<file path="config.mk">
export PLATFORM = sky130hd
export DESIGN_NAME = instr_fetch_unit
export DESIGN_NICKNAME = d
export VERILOG_FILES = /design/src/rtl/instr_fetch_unit.sv
export SDC_FILE = /design/constraint.sdc
export NUM_CORES = 1
export LEC_CHECK = 0
export ABC_AREA = 1
export CORE_ASPECT_RATIO = 1.1
export CORE_UTILIZATION = 55
export CTS_BUF_LIST = sky130_fd_sc_hd__clkbuf_16
export CTS_CLUSTER_SIZE = 16
export DETAILED_ROUTE_END_ITERATION = 8
export PLACE_DENSITY_LB_ADDON = 0.1
export SYNTH_ARGS = -nofsm -noshare
export SYNTH_HDL_FRONTEND = slang
export SYNTH_SLANG_ARGS = --single-unit
</file>
<file path="constraint.sdc">
create_clock -name clk -period 8.2 [get_ports clk]
set_input_delay 1.64 -clock clk [delete_from_list [all_inputs] [get_ports clk]]
set_output_delay 1.64 -clock clk [all_outputs]
set_load 0.1 [all_outputs]
</file>
<file path="src/rtl/instr_fetch_unit.sv">
// Fetch stage for the single-cycle MIPS core: owns the PC, fetches over req/ack, computes next PC.
// Optional performance counters are enabled with `define FETCH_PERF_EN.
module instr_fetch_unit #(
  parameter logic [31:0] RESET_PC = 32'h0000_0000,
  parameter int unsigned IMEM_TMO = 8
) (
  input  logic        clk,
  input  logic        rst_n,
  output logic        imem_req,
  output logic [31:0] imem_addr,
  input  logic        imem_ack,
  input  logic [31:0] imem_rdata,
  output logic [31:0] instr,
  output logic [5:0]  op,
  output logic [5:0]  funct,
  output logic        instr_valid,
  input  logic        stall,
  input  logic        branch,
  input  logic        zero,
  input  logic        jump,
  output logic [31:0] pc,
  output logic [31:0] pc_plus4,
  output logic        err_tmo,
`ifdef FETCH_PERF_EN
  output logic [31:0] perf_retired,
  output logic [31:0] perf_wait,
`endif
  output logic [1:0]  dbg_state
);

  // Handshake: imem_req stays high from the first S_REQ cycle until the cycle
  // imem_ack is sampled high; imem_rdata is captured on that same rising edge.

  typedef enum logic [1:0] {
    S_IDLE = 2'd0,
    S_REQ  = 2'd1,
    S_EXEC = 2'd2
  } state_t;

  localparam logic [7:0] TMO_LIM = 8'(IMEM_TMO);

  state_t      state_q, state_d;
  logic [31:0] pc_q, pc_d;
  logic [31:0] instr_q, instr_d;
  logic [7:0]  tmo_cnt_q, tmo_cnt_d;
  logic        err_q, err_d;
  logic [31:0] pc_plus4_w;
  logic [31:0] br_off;
  logic [31:0] next_pc_raw;
  logic [31:0] next_pc;

  always_ff @(posedge clk or negedge rst_n) begin
    if (!rst_n) begin
      state_q   <= S_IDLE;
      pc_q      <= RESET_PC;
      instr_q   <= 32'h0;
      tmo_cnt_q <= 8'h0;
      err_q     <= 1'b0;
    end else begin
      state_q   <= state_d;
      pc_q      <= pc_d;
      instr_q   <= instr_d;
      tmo_cnt_q <= tmo_cnt_d;
      err_q     <= err_d;
    end
  end

  assign pc_plus4_w = pc_q + 32'd4;
  assign br_off     = {{14{instr_q[15]}}, instr_q[15:0], 2'b00};

  always_comb begin
    next_pc_raw = pc_plus4_w;
    if (jump) begin
      next_pc_raw = {pc_plus4_w[31:28], instr_q[25:0], 2'b00};
    end else if (branch && zero) begin
      next_pc_raw = pc_plus4_w + br_off;
    end
    next_pc = next_pc_raw & 32'hFFFF_FFFC;
  end

  always_comb begin
    state_d   = state_q;
    pc_d      = pc_q;
    instr_d   = instr_q;
    tmo_cnt_d = tmo_cnt_q;
    err_d     = err_q;
    case (state_q)
      S_IDLE: state_d = S_REQ;
      S_REQ: begin
        if (imem_ack) begin
          instr_d   = imem_rdata;
          tmo_cnt_d = 8'h0;
          state_d   = S_EXEC;
        end else begin
          // Counter parks at the limit; the error flag is sticky anyway.
          if (tmo_cnt_q != TMO_LIM) tmo_cnt_d = tmo_cnt_q + 8'd1;
          if (tmo_cnt_q == TMO_LIM - 8'd1) err_d = 1'b1;
        end
      end
      S_EXEC: begin
        if (!stall) begin
          pc_d    = next_pc;
          state_d = S_REQ;
        end
      end
      default: state_d = S_IDLE;
    endcase
  end

`ifdef FETCH_PERF_EN
  logic [31:0] perf_retired_q, perf_retired_d;
  logic [31:0] perf_wait_q, perf_wait_d;

  always_ff @(posedge clk or negedge rst_n) begin
    if (!rst_n) begin
      perf_retired_q <= 32'h0;
      perf_wait_q    <= 32'h0;
    end else begin
      perf_retired_q <= perf_retired_d;
      perf_wait_q    <= perf_wait_d;
    end
  end

  always_comb begin
    perf_retired_d = perf_retired_q;
    perf_wait_d    = perf_wait_q;
    if (state_q == S_EXEC && !stall && perf_retired_q != 32'hFFFF_FFFF)
      perf_retired_d = perf_retired_q + 32'd1;
    if (state_q == S_REQ && !imem_ack && perf_wait_q != 32'hFFFF_FFFF)
      perf_wait_d = perf_wait_q + 32'd1;
  end

  assign perf_retired = perf_retired_q;
  assign perf_wait    = perf_wait_q;
`endif

  assign imem_req    = (state_q == S_REQ);
  assign imem_addr   = pc_q;
  assign instr_valid = (state_q == S_EXEC);
  assign instr       = instr_q;
  assign op          = instr_q[31:26];
  assign funct       = instr_q[5:0];
  assign pc          = pc_q;
  assign pc_plus4    = pc_plus4_w;
  assign err_tmo     = err_q;
  assign dbg_state   = state_q;

endmodule
</file>
Word level (Yosys, flattened, before mapping) --
Index checks and enable logic that the tools add are counted.
Word-level totals: flip-flop bits (word level) 73, input port bits 39, output and inout bits 145, logic and storage cells 31
Cells by class: add/subtract/negate cells 3, eq/ne operators 6, muxes and demuxes 7, bitwise operators 2, reduce and logical (&&, ||, !) cells 8
Operators by type and width (count):
- 2-to-1 mux 32 bit | 2
- adder 32 x 3 -> 32 bit, second input constant | 1
- adder 32 bit | 1
- 2-to-1 mux 8 bit | 2
- adder 8 x 1 -> 8 bit, second input constant | 1
- == test 8 x 3 -> 1 bit, second input constant | 1
- != test 8 x 4 -> 1 bit, second input constant | 1
- AND reduction 2 bit | 4
- one-hot mux 2 bit (3 select lines) | 1
- 2-to-1 mux 2 bit | 2
- AND reduction 3 bit | 1
- == test 2 x 1 -> 1 bit, second input constant | 1
- == test 2 bit, second input constant | 1
- zero test 2 bit | 1
- != test 2 x 1 -> 1 bit, second input constant | 1
- != test 2 bit, second input constant | 1
- inverter 1 bit | 2
- nonzero test 2 bit | 1
- logical AND 1 bit | 1

Longest topological paths before layout --
word-level depth 4, mapped depth 24, gate-level depth less buffers 24

Least setup slack after synthesis --
Ideal clock, no wire load.
path type register to output, start reg pc_q[2] (netlist: imem_addr[2]), end out pc_plus4[11], arrival 3.577 ns, required time 6.560 ns, setup slack 2.983 ns, cell stages (with the launch flop) 4, path buffers 0, cell sequence dfrtp_1 -> inv_1 -> nor2_2 -> xor2_1
On the way: cells in the longest elaborated chain, start to end 1
Ends and longest elaborated chain:
- start: declaration | RTL line 43 | logic [31:0] pc_q, pc_d;
- start signal: assignment | RTL line 61 | pc_q <= pc_d;
- adder 32 x 3 -> 32 bit | RTL line 68 | assign pc_plus4_w = pc_q + 32'd4;
- end: declaration | RTL line 22 | output logic [31:0] pc_plus4,
No other way between the ends.

Worst setup path in the final report --
start reg pc_q[2] (netlist: imem_addr[2]), end out pc_plus4[18]
The elaborated chain is that of the path after synthesis.

==> summary.md <==
The run finished with clean final reports. The logs give 1402 for the final net count and 43 for the cell row count. In the synthesized netlist, the number of instances is 1196. After clock tree synthesis, the repair step resized 0 gates. The worst min-delay path class was reg -> reg. The worst register-to-register path begins at imem_addr[2]. The logs give 2 for the maximum buffer depth of the clock tree and 184 for the count of pins on the block boundary.

Summed over all layers, the routed wires come to 22900 microns. The DRC violations left is 0. The global placer's final weighted congestion is 0.951.

The fraction of layout instances using a drive strength above 1 was 4.06%; the register area share after synthesis was 25.5%. Of all nets on the critical path, the largest fanout is 6. Clock skew on the completed layout was measured at 0.0100 ns. After layout, the worst path uses 60.5% of the clock period. The sequential cells in the finished layout cover a total of 0.00183 sq mm. By count the netlist is led by 490 x nand2_1, 176 x inv_1, 112 x nor2_1, 73 x dfrtp_1, 69 x nand3_1. The number of max-slew violations in the final report was 0. The most critical setup path has its startpoint at imem_addr[2]. For the global-route wire length before repair, the log shows 35600 microns.

The area of the die is 0.0135 sq mm, and the number of cell instances on the worst register-to-register path is 16. The critical path goes through ha_1, nand3_2, nor2_2, nand3_1, nor2_2, xor2_1, clkdlybuf4s50_1. The top routing layer in use is met4. The synthesized design contains 0 enable-type register cells. In this run the tightest slew margin relative to its limit is 23.3%. The number of input and output port buffers inserted works out to 177. For this run, asynchronously set or reset flops after synthesis account for 100%.

The total negative slack came out at 0 ns. The worst register-to-register path ends at imem_addr[13]. For the required time at the worst-slack endpoint, the log shows 6.56 ns. Dividing the detail-routed via count by the number of cells gives 5.20.

Global routing used 34.1% of the available tracks. TritonCTS built the clock tree. During synthesis, Yosys emitted a total of 0 warnings. Clock latency on the worst-skew pair, taken at its later pin, is 0.35 ns. The logs give 0 for the count of final hold-check violations and 0 for the number of max-capacitance violations reported. 0 antenna diodes ended up in the layout. Final critical path time including I/O delays and setup: 4.96 ns.

Fill cells in the final layout number 1096. The mean instance size in the synthesized netlist came out at 5.99 sq um. The critical path ends at pc_plus4[18].

The cell area after technology mapping came out at 0.00716 sq mm. Largest delay contributor family on the critical path: buffers and inverters. Kind of launch point of the worst setup path: a flop. The highest-delay cell along the critical path is clkdlybuf4s50_1. The cell with the most instances after synthesis was nand2_1. After the first detailed-routing iteration, the DRC count stood at 683. Wire segments on met2 add up to 10500 microns in the final route. The critical path in this run is classified as reg -> out. The number of setup buffers added after CTS is 0. The total number of cells along the worst setup path was 7. The via total after detailed routing is 7722, and the top achievable clock speed is 202 MHz. The met1 wire length is 9960 microns. nand2_1 takes more of the synthesized area than any other cell. For the pin with the worst max-slew slack, the measured transition is 1.15 ns.

Setup repair after global routing left no endpoint under its margin. For this run the aggregate overflow at the end of global routing stands at 0. The total length of routed met3 wires came out at 1770 microns.

The number of H-tree levels is 3. Clock tree synthesis found a total of 73 sinks. In this run the vertical extent of the chip is 122 microns. STA classifies the critical path endpoint as a primary output. Entering global routing, the biggest net connects 74 pins. The number of hold buffers added after CTS was 0.

The count of state elements after synthesis is 73, and the critical path buffer and inverter count is 1. The post-synthesis cell type count came out at 43. By area the synthesized netlist is led by nand2_1 26%, dfrtp_1 26%, inv_1 9.2%.

The reg-to-reg setup timing slack is 4.68 ns, and the largest stage delay on the critical path is 1.20 ns. The initial antenna violation count is 0, and the register clock-pin slew on the reported worst setup and hold paths is 0.06 ns. The area of the multi-input gates was 0.00424 sq mm.

The area share of the largest cell type after synthesis works out to 25.7%. In the synthesized netlist the dominant register cell turns out to be dfrtp_1. Number of global-route vias before repair: 7089. The worst endpoint data arrival time came out at 3.32 ns.

For the HPWL reported at the end of detailed placement, the log shows 17900 microns. The number of detailed-route iterations in the first pass came out at 5. From synthesis to final layout, the design area changed by 26.1%.

Most prevalent standard cell on the critical path: nor2_2. The initial utilization of the core area, before any placement, comes to 56.6%. The die outline width works out to 111 microns. In this run the standard cell core region covers 0.0126 sq mm. The number of clock buffers added by TritonCTS is 9. The detailed-route wire length per cell is 15.4 microns, and the number of nets with antenna violations after detailed routing is 0. The cell sitting at the root of the clock tree is a clkbuf_16. Setup violations remaining at the end of the flow were counted as 0.
-- per-layer routing --
metal	vias up	GRT usage, %
met5	-	0
met2	345	55.7
met4	0	14.3
li1	3862	-
met3	55	5.77
met1	3460	44.8
-- worst register-to-register path, cell delays in order, from the launching register on --
cell      delay [ns]
dfrtp_1         0.47
ha_1            0.33
nand3_2         0.15
nor2_2          0.17
nand3_1         0.15
xor2_1          0.38
ha_1            0.37
nand2_1         0.15
inv_1           0.06
nand2_1         0.06
nand2_1         0.07
nand3b_1        0.28
or2_2           0.33
nand3_1         0.10
nand3_1         0.15
nand2_1         0.15
nand2_1         0.05
-- metrics by stage --
stage / util [%] / setup slack, ns / cell area (sq um) / std cells / hold slack [ns]
after detailed placement: 69.1 / 3.63 / 8730 / 1470 / 0.467
after CTS: 71.4 / 3.26 / 9030 / 1486 / 0.486
after global placement: 69.1 / 3.67 / 8730 / 1470 / 0.458
after global routing: 71.4 / 3.11 / 9030 / 1486 / 0.496
final: 71.4 / 3.24 / 9030 / 1486 / 0.483
after floorplan: - / 2.98 / 7180 / 1201 / 0.468
-- how the worst min path moves through the flow --
stage / startpoint / endpoint / cells after the start / slack (ns)
after floorplan: tmo_cnt_q[0] / tmo_cnt_q[0] / 1 / 0.47
after global placement: err_tmo / err_tmo / 1 / 0.46
after detailed placement: err_tmo / err_tmo / 1 / 0.47
after CTS: err_tmo / err_tmo / 1 / 0.49
after global routing: err_tmo / err_tmo / 1 / 0.50
final: err_tmo / err_tmo / 1 / 0.48
-- state kept, by name, indices dropped and copies added, names as in the netlist --
signal	count
err_tmo	1
instr	32
dbg_state	2
tmo_cnt_q	8
imem_addr	30
-- logic make-up (layout without fill, tap and decap cells) --
logic type | count (synthesis) | in the layout | share of synthesized area [%]
compound gates | 83 | 83 | 6.43
xor+xnor | 22 | 22 | 3.01
fa+ha+maj | 39 | 39 | 6.92
buf+inv | 248 | 376 | 15.5
flops | 73 | 73 | 25.5
other cells | 1 | 6 | 0.0524
simple gates | 730 | 730 | 42.5
-- final cells by class --
| type | count | share of cell area (%) |
|---|---|---|
| Multi-Input combinational cell | 880 | 47.0 |
| Sequential cell | 73 | 20.2 |
| Timing Repair Buffer | 181 | 19.9 |
| Inverter | 179 | 7.44 |
| Clock buffer | 9 | 2.49 |
| Tap cell | 157 | 2.18 |
| Clock inverter | 7 | 0.762 |
-- cells in the final DEF (no fill, tap or decap), types with 13 or more instances in the layout --
cell	netlist	routed
a21oi_1	35	35
xor2_1	14	14
dfrtp_1	73	73
nand2_1	490	490
nor3_1	13	13
ha_1	38	38
clkdlybuf4s50_1	0	176
nand3_1	69	69
o21ai_0	25	25
inv_1	176	177
nor2_1	112	112
Power is left out: the tool's default activity adds up to more than one toggle a clock period on the data nets, which glitch-free logic cannot reach.
==> variant 1: new RTL, same flow settings <==
Compare `tmo_cnt_q` against `TMO_LIM - 8'd1` with >= in place of ==.
--- a/src/rtl/instr_fetch_unit.sv
+++ b/src/rtl/instr_fetch_unit.sv
@@ -94,7 +94,7 @@
         end else begin
           // Counter parks at the limit; the error flag is sticky anyway.
           if (tmo_cnt_q != TMO_LIM) tmo_cnt_d = tmo_cnt_q + 8'd1;
-          if (tmo_cnt_q == TMO_LIM - 8'd1) err_d = 1'b1;
+          if (tmo_cnt_q >= TMO_LIM - 8'd1) err_d = 1'b1;
         end
       end
       S_EXEC: begin
Function: same outputs for any inputs over 4 cycles, from zero or initial values and one cycle with rst_n low; that may be too few to reach the edited logic, so the function may still have changed.
==> variant 1 against the unedited design <==
Fmax increased by 3.1%; wire length decreased by 1.3%; critical path type unchanged; sequential cell count is the same; setup slack better by 150 ps; largest cell class unchanged; synthesized area decreased by 4.2%; design area down 3.4%; die area down 4.2%.
Power is left out: the tool's default activity adds up to more than one toggle a clock period on the data nets, which glitch-free logic cannot reach.
==> variant 1: results (changes against the unedited design) <==
The run finished with clean final reports. Number of distinct library cells after synthesis: 38 (was 43). After clock tree synthesis, the clock-pin slew on the worst setup and hold paths is 70 ps. For the final setup violation count, the log shows 0 (unchanged). The async set-or-reset flop fraction in the synthesized netlist was 100% (unchanged). The cell class contributing the biggest share of worst-path delay is buffers and inverters (unchanged). The total of buffers placed on input and output ports works out to 177 (unchanged). The tools report the global-route wire length before repair as 35.1 mm (was 35.6 mm). The tools report the arrival time reported for the critical path endpoint as 3170 ps (was 3320 ps). The wire length reported by the detailed router was 22.6 mm (was 22.9 mm); the largest stage delay on the critical path was 1210 ps. The global-route track usage on met2 came out at 60.0% (was 55.7%). The slew of the pin with the lowest slew margin works out to 1060 ps (was 1150 ps).

The total number of yosys warnings was 0 (unchanged). The sequential cell area fraction in the yosys report was 26.7% (was 25.5%). Met1 track utilization from global routing: 44.3% (was 44.8%). The cell with the biggest individual delay on the critical path was clkdlybuf4s50_1 (unchanged).

The pin count of the biggest net entering global routing was 74 (unchanged); the area share of the largest cell type after synthesis was 26.7% (was 25.7%). Fill cell instance count of the final layout: 1059 (was 1096). The root buffer cell is clkbuf_16 (unchanged). The logs give 17.5 mm (was 17.9 mm) for the sum of net half-perimeters after detailed placement and 9 (unchanged) for the clock buffer count from CTS. Top fanout value on the critical path: 5 (was 6). At the later pin of the worst-skew pair, clock insertion delay measures 340 ps. The number of search-and-repair iterations in the first detailed-routing pass was 7 (was 5); the post-CTS repair timing setup buffer count was 0 (unchanged). For the final net count, the log shows 1333 (was 1402). The overall fraction of global-route tracks in use was 35.7% (was 34.1%); the via count of the first global-routing pass was 6951 (was 7089).

The antenna diode instance count is 0 (unchanged), and the CTS H-tree depth is 3 (unchanged). The routed via count divided by cell count came out at 5.33 (was 5.20). Class of the tightest hold or removal check: reg2reg (unchanged).

The tools report the post-CTS resize count as 0 (unchanged). The number of flip-flops under the largest register name was 32 (unchanged); the number of antenna violations at the first check in global routing was 0 (unchanged). The logs give 5.64% (was 5.77%) for the routing usage on met3 and 503 (was 683) for the initial DRC count. The setup clock skew after layout came out at 11.0 ps (was 10.0 ps).

The number of buffers on the longest clock path was 2 (unchanged); the proportion of layout cells with a drive suffix above 1 was 2.94% (was 4.06%). Biggest area contributors in the synthesized netlist: dfrtp_1 27%, nand2_1 24%, inv_1 9.6% (was nand2_1 26%, dfrtp_1 26%, inv_1 9.2%). The run gives 0.944 (was 0.951) as the weighted congestion reported at the end of routability-driven placement.

Post-synth top cells: 436 x nand2_1, 176 x inv_1, 104 x nor2_1 (was 490 x nand2_1, 176 x inv_1, 112 x nor2_1).
[variant 1: path summary, 6_finish.rpt]
check	start	end	slack [ps]	cells after the start
worst max-delay path	imem_addr[2]	pc_plus4[18]	3390	7
max in group asynchronous	rst_n	imem_addr[13]	6130	1
worst max register to register	imem_addr[2]	imem_addr[28]	4800	18
min in group asynchronous	rst_n	instr[23]	1400	1
worst min register to register	err_tmo	err_tmo	460	1
worst min-delay path	err_tmo	err_tmo	460	1
[variant 1: cells by family (layout without fill, tap and decap cells)]
kind of cell,Yosys count,after routing,share of synthesized area (%)
and+or+nand+nor,628,628,37.2
buffers and inverters,244,371,16.0
AOI/OAI and AO/OA,109,109,8.51
DFF,73,73,26.7
adders and majority gates,39,39,7.23
xor gates and xnor gates,34,34,4.34
other,1,6,0.0547
[variant 1: layer usage]
layer  vias up  share of wire, %
met5         -                 0
met4         0               4.4
met3        78               8.1
met2       390                48
met1      3399                39
li1       3674                 -
[variant 1: final cells by class]
class | instances | area (um^2) | area share [%]
multi-input combinational | 816 | 3960 | 45.3
sequential | 73 | 1830 | 20.9
inverter | 176 | 661 | 7.57
timing repair buffer | 179 | 1780 | 20.5
tap | 154 | 193 | 2.21
clock buffer | 9 | 225 | 2.58
clock inverter | 7 | 78.8 | 0.903
[variant 1: metrics by stage]
stage / hold WS [ps] / utilization (%) / setup slack, ps / instance area [um^2] / cells
floorplan: 468 / - / 3160 / 6870 / 1133
global placement: 439 / 69.7 / 3840 / 8420 / 1398
detailed placement: 448 / 69.7 / 3770 / 8420 / 1398
CTS: 464 / 72.2 / 3410 / 8720 / 1414
global route: 485 / 72.2 / 3290 / 8720 / 1414
finish: 462 / 72.2 / 3390 / 8720 / 1414
==> variant 2: new RTL, same settings <==
Without the edit above. Build with the macro `FETCH_PERF_EN` defined.
--- a/src/rtl/instr_fetch_unit.sv
+++ b/src/rtl/instr_fetch_unit.sv
@@ -1,5 +1,7 @@
 // Fetch stage for the single-cycle MIPS core: owns the PC, fetches over req/ack, computes next PC.
 // Optional performance counters are enabled with `define FETCH_PERF_EN.
+`define FETCH_PERF_EN
+
 module instr_fetch_unit #(
   parameter logic [31:0] RESET_PC = 32'h0000_0000,
   parameter int unsigned IMEM_TMO = 8
Behaviour (old outputs only; new: perf_retired and perf_wait): unchanged (equiv_simple and equiv_induct, registers matched by name and starting in step).
==> variant 2 against the unedited design <==
Non-clock buffer count increased by 65; synthesized area increased by 51%; sequential cell count increased by 64; wire length increased by 56%; design area increased by 53%; setup slack got worse by 77 ps; fmax decreased by 1.5%.
Power is not shown: default switching activity piles up to over one toggle a cycle in this logic, so the estimate is an artifact.
==> variant 2: results (changes against the unedited design) <==
The run finished with clean final reports. The final net count is 1971 (was 1402), and the largest stage delay on the critical path is 1150 ps (was 1200 ps). Well-tap cell count: 247 (was 157). Sequential cell area fraction in the yosys report: 31.6% (was 25.5%). The capture instance of the worst register-to-register path is imem_addr[22] (was imem_addr[13]). The logs give 17.9 mm (was 10.5 mm) for the wire length on met2 and 1271 (was 880) for the multi-input combinational cell count. For the pre-CTS setup slack, the log shows 3640 ps (was 3630 ps). Pin count of the biggest net entering global routing: 85 (was 74).

For the weighted congestion reported at the end of routability-driven placement, the log shows 0.973 (was 0.951). The proportion of layout cells with a drive suffix above 1 was 3.26% (was 4.06%); the number of distinct library cells after synthesis was 49 (was 43). The global-route track usage on met2 was 62.2% (was 55.7%); the top fanout value on the critical path was 9 (was 6). The instance count after placement with tap cells included is 2118 (was 1470), and the met1 track utilization from global routing is 42.8% (was 44.8%).

The routing usage on met3 was 5.71% (was 5.77%). The sum of net half-perimeters after detailed placement was 27.7 mm (was 17.9 mm). The run gives 55.3 mm (was 35.6 mm) as the global-route wire length before repair. The run gives 8.69 ps (was 10.0 ps) as the setup clock skew after layout.

The initial DRC count was 814 (was 683). Uppermost layer routed: met5 (was met4). The cell count after synthesis came out at 1698 (was 1196). The tools report the number of antenna violations at the first check in global routing as 1 (was 0). Total of clock buffers placed in the layout: 17 (was 9). The slew of the pin with the lowest slew margin was 1080 ps (was 1150 ps). The routed wirelength normalized by instance count is 16.6 um (was 15.4 um), and the latest clock arrival within the worst-skew pair is 430 ps (was 350 ps). The multi-input combinational cell area is 6120 um^2 (was 4240 um^2), and the number of ordinary and repair buffers in the finished layout is 246 (was 181). The tools report the final non-filler cell total as 2150 (was 1486).

Area fraction in compound gates after synthesis: 5.52% (was 6.43%).
-- variant 2: cell count changes after synthesis, sizes merged, moves of 9 or more --
cell	unedited run	this run
xor2	17	56
inv	179	214
dfrtp	73	137
nor2	125	187
nor3	14	49
nand3	71	98
o21ai	32	44
nand4	7	28
nand2	498	654
a21oi	35	44
xnor2	5	22
-- variant 2: worst max-delay path by stage --
stage	start	endpoint	slack, ps
floorplan	imem_addr[4]	pc_plus4[17]	3200
global placement	imem_addr[4]	pc_plus4[19]	3690
detailed placement	imem_addr[4]	pc_plus4[19]	3640
CTS	imem_addr[4]	pc_plus4[19]	3180
global route	imem_addr[4]	pc_plus4[19]	2980
finish	imem_addr[4]	pc_plus4[19]	3160
-- variant 2: cells by family after synthesis --
| family | count (synthesis) |
|---|---|
| XOR/XNOR | 78 |
| AO/OA/AOI/OAI | 107 |
| other | 1 |
| adder cells (fa/ha/maj) | 42 |
| AND/OR/NAND/NOR | 1038 |
| flip-flops | 137 |
| buffers and inverters | 295 |
